`src/rtl/vjtag_mem_bridge.sv`:
```
// Virtual-JTAG to on-chip RAM bridge.
// Separate ADDR / WDATA / RDATA scan chains, burst access with optional
// address auto-increment, and a single-entry read prefetch that tolerates
// variable memory latency through a request/valid handshake.
// Everything runs on tck.
//
// Memory handshake: mem_we and mem_re are single-cycle strobes qualified by
// mem_addr (and mem_wdata for writes) in the same cycle. At most one read is
// outstanding; the memory answers it with a single-cycle mem_rvalid carrying
// mem_rdata at least one cycle after mem_re. busy is high from the cycle after
// mem_re until the cycle mem_rvalid is accepted.
module vjtag_mem_bridge #(
  parameter int ADDR_W   = 16,
  parameter int DATA_W   = 8,
  parameter int AUTO_INC = 1
) (
  input  logic              tck,
  input  logic              aclr,
  input  logic              tdi,
  input  logic [1:0]        ir_in,
  input  logic              v_sdr,
  input  logic              v_cdr,
  input  logic              v_udr,
  input  logic              v_uir,
  output logic              tdo,
  output logic              mem_we,
  output logic              mem_re,
  output logic [ADDR_W-1:0] mem_addr,
  output logic [DATA_W-1:0] mem_wdata,
  input  logic [DATA_W-1:0] mem_rdata,
  input  logic              mem_rvalid,
  output logic              busy
);

  localparam logic [1:0] IR_BYPASS = 2'b00;
  localparam logic [1:0] IR_ADDR   = 2'b01;
  localparam logic [1:0] IR_WDATA  = 2'b10;
  localparam logic [1:0] IR_RDATA  = 2'b11;

  // Step applied to the address after each write and each read issue.
  localparam logic [ADDR_W-1:0] LP_INC = ADDR_W'(AUTO_INC != 0);

  // Data registers
  logic              r_bypass;
  logic [ADDR_W-1:0] r_addr_dr;
  logic [DATA_W-1:0] r_wdata_dr;
  logic [DATA_W:0]   r_rdata_dr;

  // Access state
  logic [ADDR_W-1:0] r_addr_q;
  logic [DATA_W-1:0] r_rd_buf;
  logic              r_rd_valid;
  logic              r_pending;
  logic              r_drop;
  logic              r_underrun;

  // Decoded strobes
  logic w_sel_bypass;
  logic w_sel_addr;
  logic w_sel_wdata;
  logic w_sel_rdata;
  logic w_addr_upd;
  logic w_wr;
  logic w_rd_cap;
  logic w_prefetch;
  logic w_issue;
  logic w_resp;

  assign w_sel_bypass = (ir_in == IR_BYPASS);
  assign w_sel_addr   = (ir_in == IR_ADDR);
  assign w_sel_wdata  = (ir_in == IR_WDATA);
  assign w_sel_rdata  = (ir_in == IR_RDATA);

  assign w_addr_upd = v_udr & w_sel_addr;
  assign w_wr       = v_udr & w_sel_wdata;
  assign w_rd_cap   = v_cdr & w_sel_rdata;
  // Prefetch on entering RDATA only if there is nothing buffered yet.
  assign w_prefetch = v_uir & w_sel_rdata & ~r_rd_valid;
  // A capture always tries to refill; only one read may be in flight.
  assign w_issue    = (w_rd_cap | w_prefetch) & ~r_pending;
  // Responses without an outstanding read are stray and ignored.
  assign w_resp     = mem_rvalid & r_pending;

  // Scan chains: capture, shift towards bit 0, one chain per instruction.
  always_ff @(posedge tck or negedge aclr) begin
    if (!aclr) begin
      r_bypass   <= 1'b0;
      r_addr_dr  <= '0;
      r_wdata_dr <= '0;
      r_rdata_dr <= '0;
    end else begin
      if (w_sel_bypass) begin
        if (v_cdr)      r_bypass <= 1'b0;
        else if (v_sdr) r_bypass <= tdi;
      end
      if (w_sel_addr) begin
        if (v_cdr)      r_addr_dr <= r_addr_q;
        else if (v_sdr) r_addr_dr <= {tdi, r_addr_dr[ADDR_W-1:1]};
      end
      if (w_sel_wdata) begin
        if (v_cdr)      r_wdata_dr <= '0;
        else if (v_sdr) r_wdata_dr <= {tdi, r_wdata_dr[DATA_W-1:1]};
      end
      if (w_sel_rdata) begin
        if (v_cdr)      r_rdata_dr <= {r_rd_valid, r_rd_buf};
        else if (v_sdr) r_rdata_dr <= {tdi, r_rdata_dr[DATA_W:1]};
      end
    end
  end

  // Address register: loaded from the ADDR chain, stepped after each access.
  // Load, write and read issue need different instructions, so they never collide.
  always_ff @(posedge tck or negedge aclr) begin
    if (!aclr) begin
      r_addr_q <= '0;
    end else if (w_addr_upd) begin
      r_addr_q <= r_addr_dr;
    end else if (w_wr || w_issue) begin
      r_addr_q <= r_addr_q + LP_INC;
    end
  end

  // Read tracking: outstanding flag, discard-after-reload flag, read buffer.
  always_ff @(posedge tck or negedge aclr) begin
    if (!aclr) begin
      r_pending  <= 1'b0;
      r_drop     <= 1'b0;
      r_rd_valid <= 1'b0;
      r_rd_buf   <= '0;
      r_underrun <= 1'b0;
    end else begin
      if (w_issue)     r_pending <= 1'b1;
      else if (w_resp) r_pending <= 1'b0;

      // A response consumes any pending discard; a reload while a read is
      // in flight marks that read's data as stale.
      if (w_resp)                       r_drop <= 1'b0;
      else if (w_addr_upd && r_pending) r_drop <= 1'b1;

      // A response landing in the same cycle as a reload is also stale.
      // Otherwise fresh data wins over a capture clearing the buffer.
      if (w_resp && !r_drop && !w_addr_upd) begin
        r_rd_buf   <= mem_rdata;
        r_rd_valid <= 1'b1;
      end else if (w_addr_upd || w_rd_cap) begin
        r_rd_valid <= 1'b0;
      end

      // Sticky record that the host read a word before it had arrived.
      if (w_rd_cap && !r_rd_valid) r_underrun <= 1'b1;
    end
  end

  // The underrun flag has no port; it is kept for probing by hierarchical name.
  logic w_unused_underrun;
  assign w_unused_underrun = r_underrun;

  // Serial output: LSB of the chain selected by the current instruction.
  always_comb begin
    tdo = 1'b0;
    case (ir_in)
      IR_BYPASS: tdo = r_bypass;
      IR_ADDR:   tdo = r_addr_dr[0];
      IR_WDATA:  tdo = r_wdata_dr[0];
      IR_RDATA:  tdo = r_rdata_dr[0];
      default:   tdo = 1'b0;
    endcase
  end

  assign mem_we    = w_wr;
  assign mem_re    = w_issue;
  assign mem_addr  = r_addr_q;
  assign mem_wdata = r_wdata_dr;
  assign busy      = r_pending;

endmodule

```
`config.mk`:
```
export PLATFORM = sky130hd
export DESIGN_NAME = vjtag_mem_bridge
export DESIGN_NICKNAME = d
export VERILOG_FILES = /design/src/rtl/vjtag_mem_bridge.sv
export SDC_FILE = /design/constraint.sdc
export NUM_CORES = 1
export LEC_CHECK = 0
export CAP_MARGIN = 20
export CORE_ASPECT_RATIO = 0.6
export CORE_MARGIN = 2
export CORE_UTILIZATION = 30
export DETAILED_ROUTE_END_ITERATION = 7
export SLEW_MARGIN = 20
export SYNTH_ARGS = -nofsm -noshare
export SYNTH_HDL_FRONTEND = slang
export SYNTH_SLANG_ARGS = --single-unit
```
`constraint.sdc`:
```
create_clock -name tck -period 1.6 [get_ports tck]
set_input_delay 0.32 -clock tck [delete_from_list [all_inputs] [get_ports tck]]
set_output_delay 0.32 -clock tck [all_outputs]
set_load 0.02 [all_outputs]
```
==> results of run 1 <==
registers in the layout, indices dropped and copies added, names as in the netlist:
signal      flops
r_rd_valid      1
r_rdata_dr      9
r_bypass        1
busy            1
r_rd_buf        8
r_addr_dr      16
mem_addr       16
r_drop          1
mem_wdata       8
path summary, 6_finish.rpt:
kind,startpoint,endpoint,cells after the start
worst min register to register,r_rdata_dr[4]$_DFFE_PN0P_,r_rdata_dr[4]$_DFFE_PN0P_,2
worst min-delay path,aclr,r_addr_dr[7]$_DFFE_PN0P_,2
worst max-delay path,r_rd_valid$_DFFE_PN0P_,mem_addr[8]$_DFFE_PN0P_,8
min in group tck,r_rdata_dr[4]$_DFFE_PN0P_,r_rdata_dr[4]$_DFFE_PN0P_,2
worst max register to register,r_rd_valid$_DFFE_PN0P_,mem_addr[8]$_DFFE_PN0P_,8
max in group asynchronous,aclr,mem_addr[0]$_DFFE_PN0P_,2
stage by stage:
stage / area (µm²) / hold WS [ns] / utilization
after floorplan: 3040 / 0.0244 / -
after global placement: 4020 / 0.359 / 0.409
after detailed placement: 4020 / 0.365 / 0.409
after CTS: 4440 / 0.0111 / 0.451
after global routing: 4540 / 0.0136 / 0.462
final: 4540 / -0.00661 / 0.462
cells in the mapped netlist, types with 2 or more instances:
master | number | area share
a21o_1 | 4 | 0.0099
a21oi_1 | 26 | 0.043
a221o_1 | 6 | 0.020
a22oi_1 | 3 | 0.0074
buf_2 | 7 | 0.012
buf_6 | 3 | 0.011
clkbuf_1 | 4 | 0.0050
dfrtp_1 | 61 | 0.50
inv_1 | 7 | 0.0087
inv_2 | 2 | 0.0025
mux2_2 | 7 | 0.026
mux2i_1 | 23 | 0.076
nand2_1 | 43 | 0.053
nand3_1 | 16 | 0.026
nand3b_1 | 2 | 0.0050
nand4_1 | 5 | 0.010
nor2_1 | 24 | 0.030
nor2b_1 | 3 | 0.0062
nor3_1 | 4 | 0.0066
nor3_4 | 2 | 0.011
nor3b_1 | 2 | 0.0050
nor4_1 | 6 | 0.012
o211ai_1 | 2 | 0.0050
o21ai_0 | 19 | 0.031
o21ai_1 | 3 | 0.0050
o31a_1 | 2 | 0.0058
critical path, stage by stage, from the launching register on:
cell and delay, ns:
dfrtp_1 0.40, nor2b_4 0.06, o2111ai_2 0.19, inv_2 0.07, buf_6 0.13, nor2_4 0.23
buf_6 0.17, nor4_4 0.04, a221o_1 0.27
cell families after synthesis:
logic type,share of synthesized area
mux,0.113
simple gates,0.182
fa+ha+maj,0.00414
flops,0.505
buf+inv,0.0414
compound gates,0.154
layer usage:
layer | track usage | wire (µm) | vias up
met2 | 0.246 | 3580 | 49
met1 | 0.239 | 4420 | 1316
met5 | 0 | 0 | -
met3 | 0.0481 | 312 | 10
met4 | 0.0447 | 96 | 0
li1 | - | - | 1299
power by group:
part	internal (W)	switching [W]
Clock	0.00156	0.000667
Combinational	0.000912	0.000874
Sequential	0.00196	0.000362
Total	0.00443	0.00190
layout make-up:
cell class,instances,area [µm²]
clock buffer,12,246
clock inverter,4,95.1
fill,920,5300
inverter,9,33.8
multi-input combinational,218,1510
sequential,61,1530
tap,135,169
timing repair buffer,108,965
what timing repair did:
item / 4_1_cts / 5_1_grt
pin swaps: 9 / 11
resized for setup: 66 / 18
buffers inserted: 2 / 7
endpoints found under the setup margin: 59 / 26
hold buffers: 0 / 0
==> results.py, run 1 <==
metrics = {
    "die": {
        "ios": 46,
        "rows": 28,
        "core_um2": 9840,
        "die_y_um": 81.8,
        "initial_utilization": 0.307,
        "fp.dieW_um": 134,
        "dieArea_um2": 10900,
    },
    "synthesis": {
        "synth_edf_count": 0,
        "synth_area_um2": 3020,
        "ys_async_sr_fraction": 1.00,
        "syn_area_per_cell_um2": 9.98,
        "synth_flop_cell": "dfrtp_1",
        "netlist_instances": 303,
        "synth_cell_types": 43,
        "yosys_warnings": 0,
        "syn_nets": 322,
        "yosysSeqAreaShare": 0.505,
        "synth-seq-cells": 61,
    },
    "worst_setup_path": {
        "critPathArrivalTime_ns": 1.89,
        "crit_path_end_kind": "flop",
        "startpoint_type": "flop",
        "crit_type": "reg2reg",
        "critPathRequiredTime_ns": 1.81,
        "reg2reg_slack_ns": -0.08,
        "worstPathMaxFanout": 8,
    },
    "cts": {
        "clk_pin_slew_ns": 0.05,
        "clkLatencyLatePin_ns": 0.33,
        "cts_buffer_depth": 2,
        "cts.sinks": 61,
        "root_buffer": "clkbuf_16",
        "cts.htree.levels": 3,
        "cts_tree": "done",
        "cts_inserted_buffers": 9,
    },
    "global_routing": {
        "grt_pass1_wl_mm": 14.0,
        "grt_use_total": 0.167,
        "antenna_found_initial": 0,
        "grt_pass1_vias": 2653,
        "grt_overflow_total": 0,
        "grt_max_degree": 62,
    },
    "cells_and_area": {
        "final_nets": 426,
        "antenna_cells": 0,
        "area_growth_pct": 50.3,
        "layout_commonest_cell": "dfrtp_1",
        "final-instance-count-excl-fill": 547,
        "layout_common_cells": "58 x dfrtp_1, 53 x buf_4, 42 x nand2_1",
        "drive_above_1_share": 0.303,
    },
    "routing": {
        "num_vias": 2674,
        "drt-vias-per-instance": 4.89,
        "drtPass1Iterations": 4,
        "routedWlPerCell_um": 15.4,
        "wirelength_mm": 8.41,
        "drc_errors": 0,
        "final_antenna_net_count": 0,
        "drtIter0Drc": 226,
    },
    "power_and_ir_drop": {
        "powerDensity_nw_per_um2": 1390,
        "power_w": 0.00633,
        "peakVddDrop_uv": 569,
        "p_leak_nw": 2.12,
    },
    "outcome": {
        "violations": "negative hold slack, negative setup slack",
        "status": "finished, violations left",
    },
    "sta": {
        "slew_violations": 0,
        "fin_crit_ns": 1.68,
        "fin_hold_ws_ns": -0.00661,
        "worst_slew_pin_slew_ns": 0.415,
        "max_freq_ghz": 0.596,
        "finalSetupViolations": 10,
        "min_period_over_period": 1.05,
        "skew_ns": 0.00398,
        "tns_ns": -0.511,
        "rsz0062_at_grt": "yes",
        "layout_setup_ws_ns": -0.0789,
        "hold_viol": 3,
        "relSlewSlack": 0.721,
    },
    "min_path": {
        "hp-class": "in2async",
    },
    "placed_design": {
        "dp_cells": 522,
        "io_buffer_count": 45,
        "preCtsSetupSlack_ns": -0.604,
        "routabilityCongestion": 0.839,
        "dp_hpwl_mm": 5.83,
    },
    "flow_run": {
        "max_cap_violations": 0,
    },
}
Note: power is estimated with default switching activity, not from simulation.
==> run 2, diff against run 1 <==
Settings changed: REMOVE_ABC_BUFFERS from default to 1.
==> results.py, run 2 (synthesis results as in run 1) <==
metrics = {
    "global_routing": {
        "grt_use_total": 0.163,
        "grt_overflow_total": 0,
        "grt_pass1_vias": 2721,
        "grt_pass1_wl_mm": 13.8,
        "antenna_found_initial": 0,
        "grt_max_degree": 33,
    },
    "die": {
        "dieArea_um2": 10900,
        "initial_utilization": 0.307,
        "rows": 28,
        "die_y_um": 81.8,
        "fp.dieW_um": 134,
        "ios": 46,
        "core_um2": 9840,
    },
    "worst_setup_path": {
        "reg2reg_slack_ns": -0.02,
        "critPathArrivalTime_ns": 1.34,
        "worstPathMaxFanout": 2,
        "reg2reg_from": "mem_addr[1]$_DFFE_PN0P_",
        "critPathRequiredTime_ns": 1.28,
        "crit_type": "reg2out",
        "rr_endpoint": "mem_addr[10]$_DFFE_PN0P_",
        "startpoint_type": "flop",
        "rr_worst_depth": 6,
        "crit_path_end_kind": "output port",
    },
    "placed_design": {
        "routabilityCongestion": 0.841,
        "io_buffer_count": 45,
        "post_dp_cell_area_um2": 4000,
        "dp_cells": 522,
        "dp_hpwl_mm": 5.58,
    },
    "flow_run": {
        "max_cap_violations": 0,
    },
    "routing": {
        "final_antenna_net_count": 0,
        "drtPass1Iterations": 4,
        "drt-vias-per-instance": 4.87,
        "drtIter0Drc": 284,
        "num_vias": 2653,
        "routedWlPerCell_um": 14.9,
        "wirelength_mm": 8.14,
        "drc_errors": 0,
    },
    "sta": {
        "min_period_over_period": 1.04,
        "max_freq_ghz": 0.602,
        "finalSetupViolations": 8,
        "layout_setup_ws_ns": -0.0623,
        "rsz0062_at_grt": "yes",
        "skew_ns": 0.00383,
        "worst_slew_pin_slew_ns": 0.407,
        "hold_viol": 0,
        "relSlewSlack": 0.728,
        "fin_crit_ns": 1.66,
        "tns_ns": -0.138,
        "slew_violations": 0,
    },
    "power_and_ir_drop": {
        "power_w": 0.00624,
        "peakVddDrop_uv": 516,
        "powerDensity_nw_per_um2": 1390,
        "p_leak_nw": 2.10,
    },
    "cells_and_area": {
        "finalInstanceArea_um2": 4480,
        "final_nets": 424,
        "utilization": 0.455,
        "layout_common_cells": "59 x dfrtp_1, 49 x buf_4, 41 x nand2_1",
        "area_growth_pct": 48.1,
        "final-instance-count-excl-fill": 545,
        "drive_above_1_share": 0.300,
        "layout_commonest_cell": "dfrtp_1",
        "antenna_cells": 0,
    },
    "min_path": {
        "hp-class": "in2async",
    },
    "cts": {
        "clkLatencyLatePin_ns": 0.32,
        "cts_buffer_depth": 2,
        "clk_pin_slew_ns": 0.05,
        "cts_tree": "done",
        "root_buffer": "clkbuf_16",
        "cts.sinks": 61,
        "cts_inserted_buffers": 9,
        "cts.htree.levels": 3,
    },
    "outcome": {
        "status": "finished, violations left",
        "violations": "negative setup slack",
    },
}
## run 2: timing repair
item / 4_1_cts / 5_1_grt
hold buffers: 1 / 0
gates resized for setup: 59 / 25
pin swaps: 9 / 15
endpoints found under the setup margin: 52 / 18
endpoints found under the hold margin: 13 / 0
setup buffers: 7 / 0
## run 2: routing by layer
metal / wire (µm) / GRT usage
met1: 4060 / 0.226
met2: 3660 / 0.253
met3: 280 / 0.0352
met4: 140 / 0.0628
met5: 0 / 0
## run 2: how the worst max path moves through the flow
stage / start / endpoint / slack, ns / depth (start not counted)
finish: r_addr_dr[0]$_DFFE_PN0P_ / tdo / -0.06 / 2
detailed placement: ir_in[1] / tdo / -0.59 / 3
global route: r_rd_valid$_DFFE_PN0P_ / mem_addr[8]$_DFFE_PN0P_ / -0.11 / 8
global placement: ir_in[1] / tdo / -0.59 / 3
floorplan: v_cdr / r_addr_dr[0]$_DFFE_PN0P_ / -0.87 / 3
CTS: r_addr_dr[0]$_DFFE_PN0P_ / tdo / -0.1 / 2
## run 2: power breakdown
group / switching [W] / total [W] / internal [W]
sequential: 0.000336 / 0.00229 / 0.00195
clock: 0.000670 / 0.00223 / 0.00156
combinational: 0.000856 / 0.00172 / 0.000866
total: 0.00186 / 0.00624 / 0.00438
## run 2: area by class of cell
cell class                 count  area, µm²
fill                         920       5370
sequential                    61       1530
multi-input combinational    218       1470
timing repair buffer         106        936
clock buffer                  12        246
tap                          135        169
clock inverter                 4       95.1
inverter                       9       33.8
## run 2: per-stage QoR
| stage | hold slack (ns) | setup slack [ns] |
|---|---|---|
| 2_1_floorplan | 0.0244 | -0.873 |
| 3_3_place_gp | 0.271 | -0.591 |
| 3_5_place_dp | 0.274 | -0.587 |
| 4_1_cts | 0.460 | -0.0955 |
| 5_1_grt | 0.498 | -0.106 |
| 6_report | 0.459 | -0.0623 |
## run 2: worst max-delay path: stages (launching register included)
cell     delay [ns]
dfrtp_1        0.40
mux4_2         0.48
buf_6          0.15
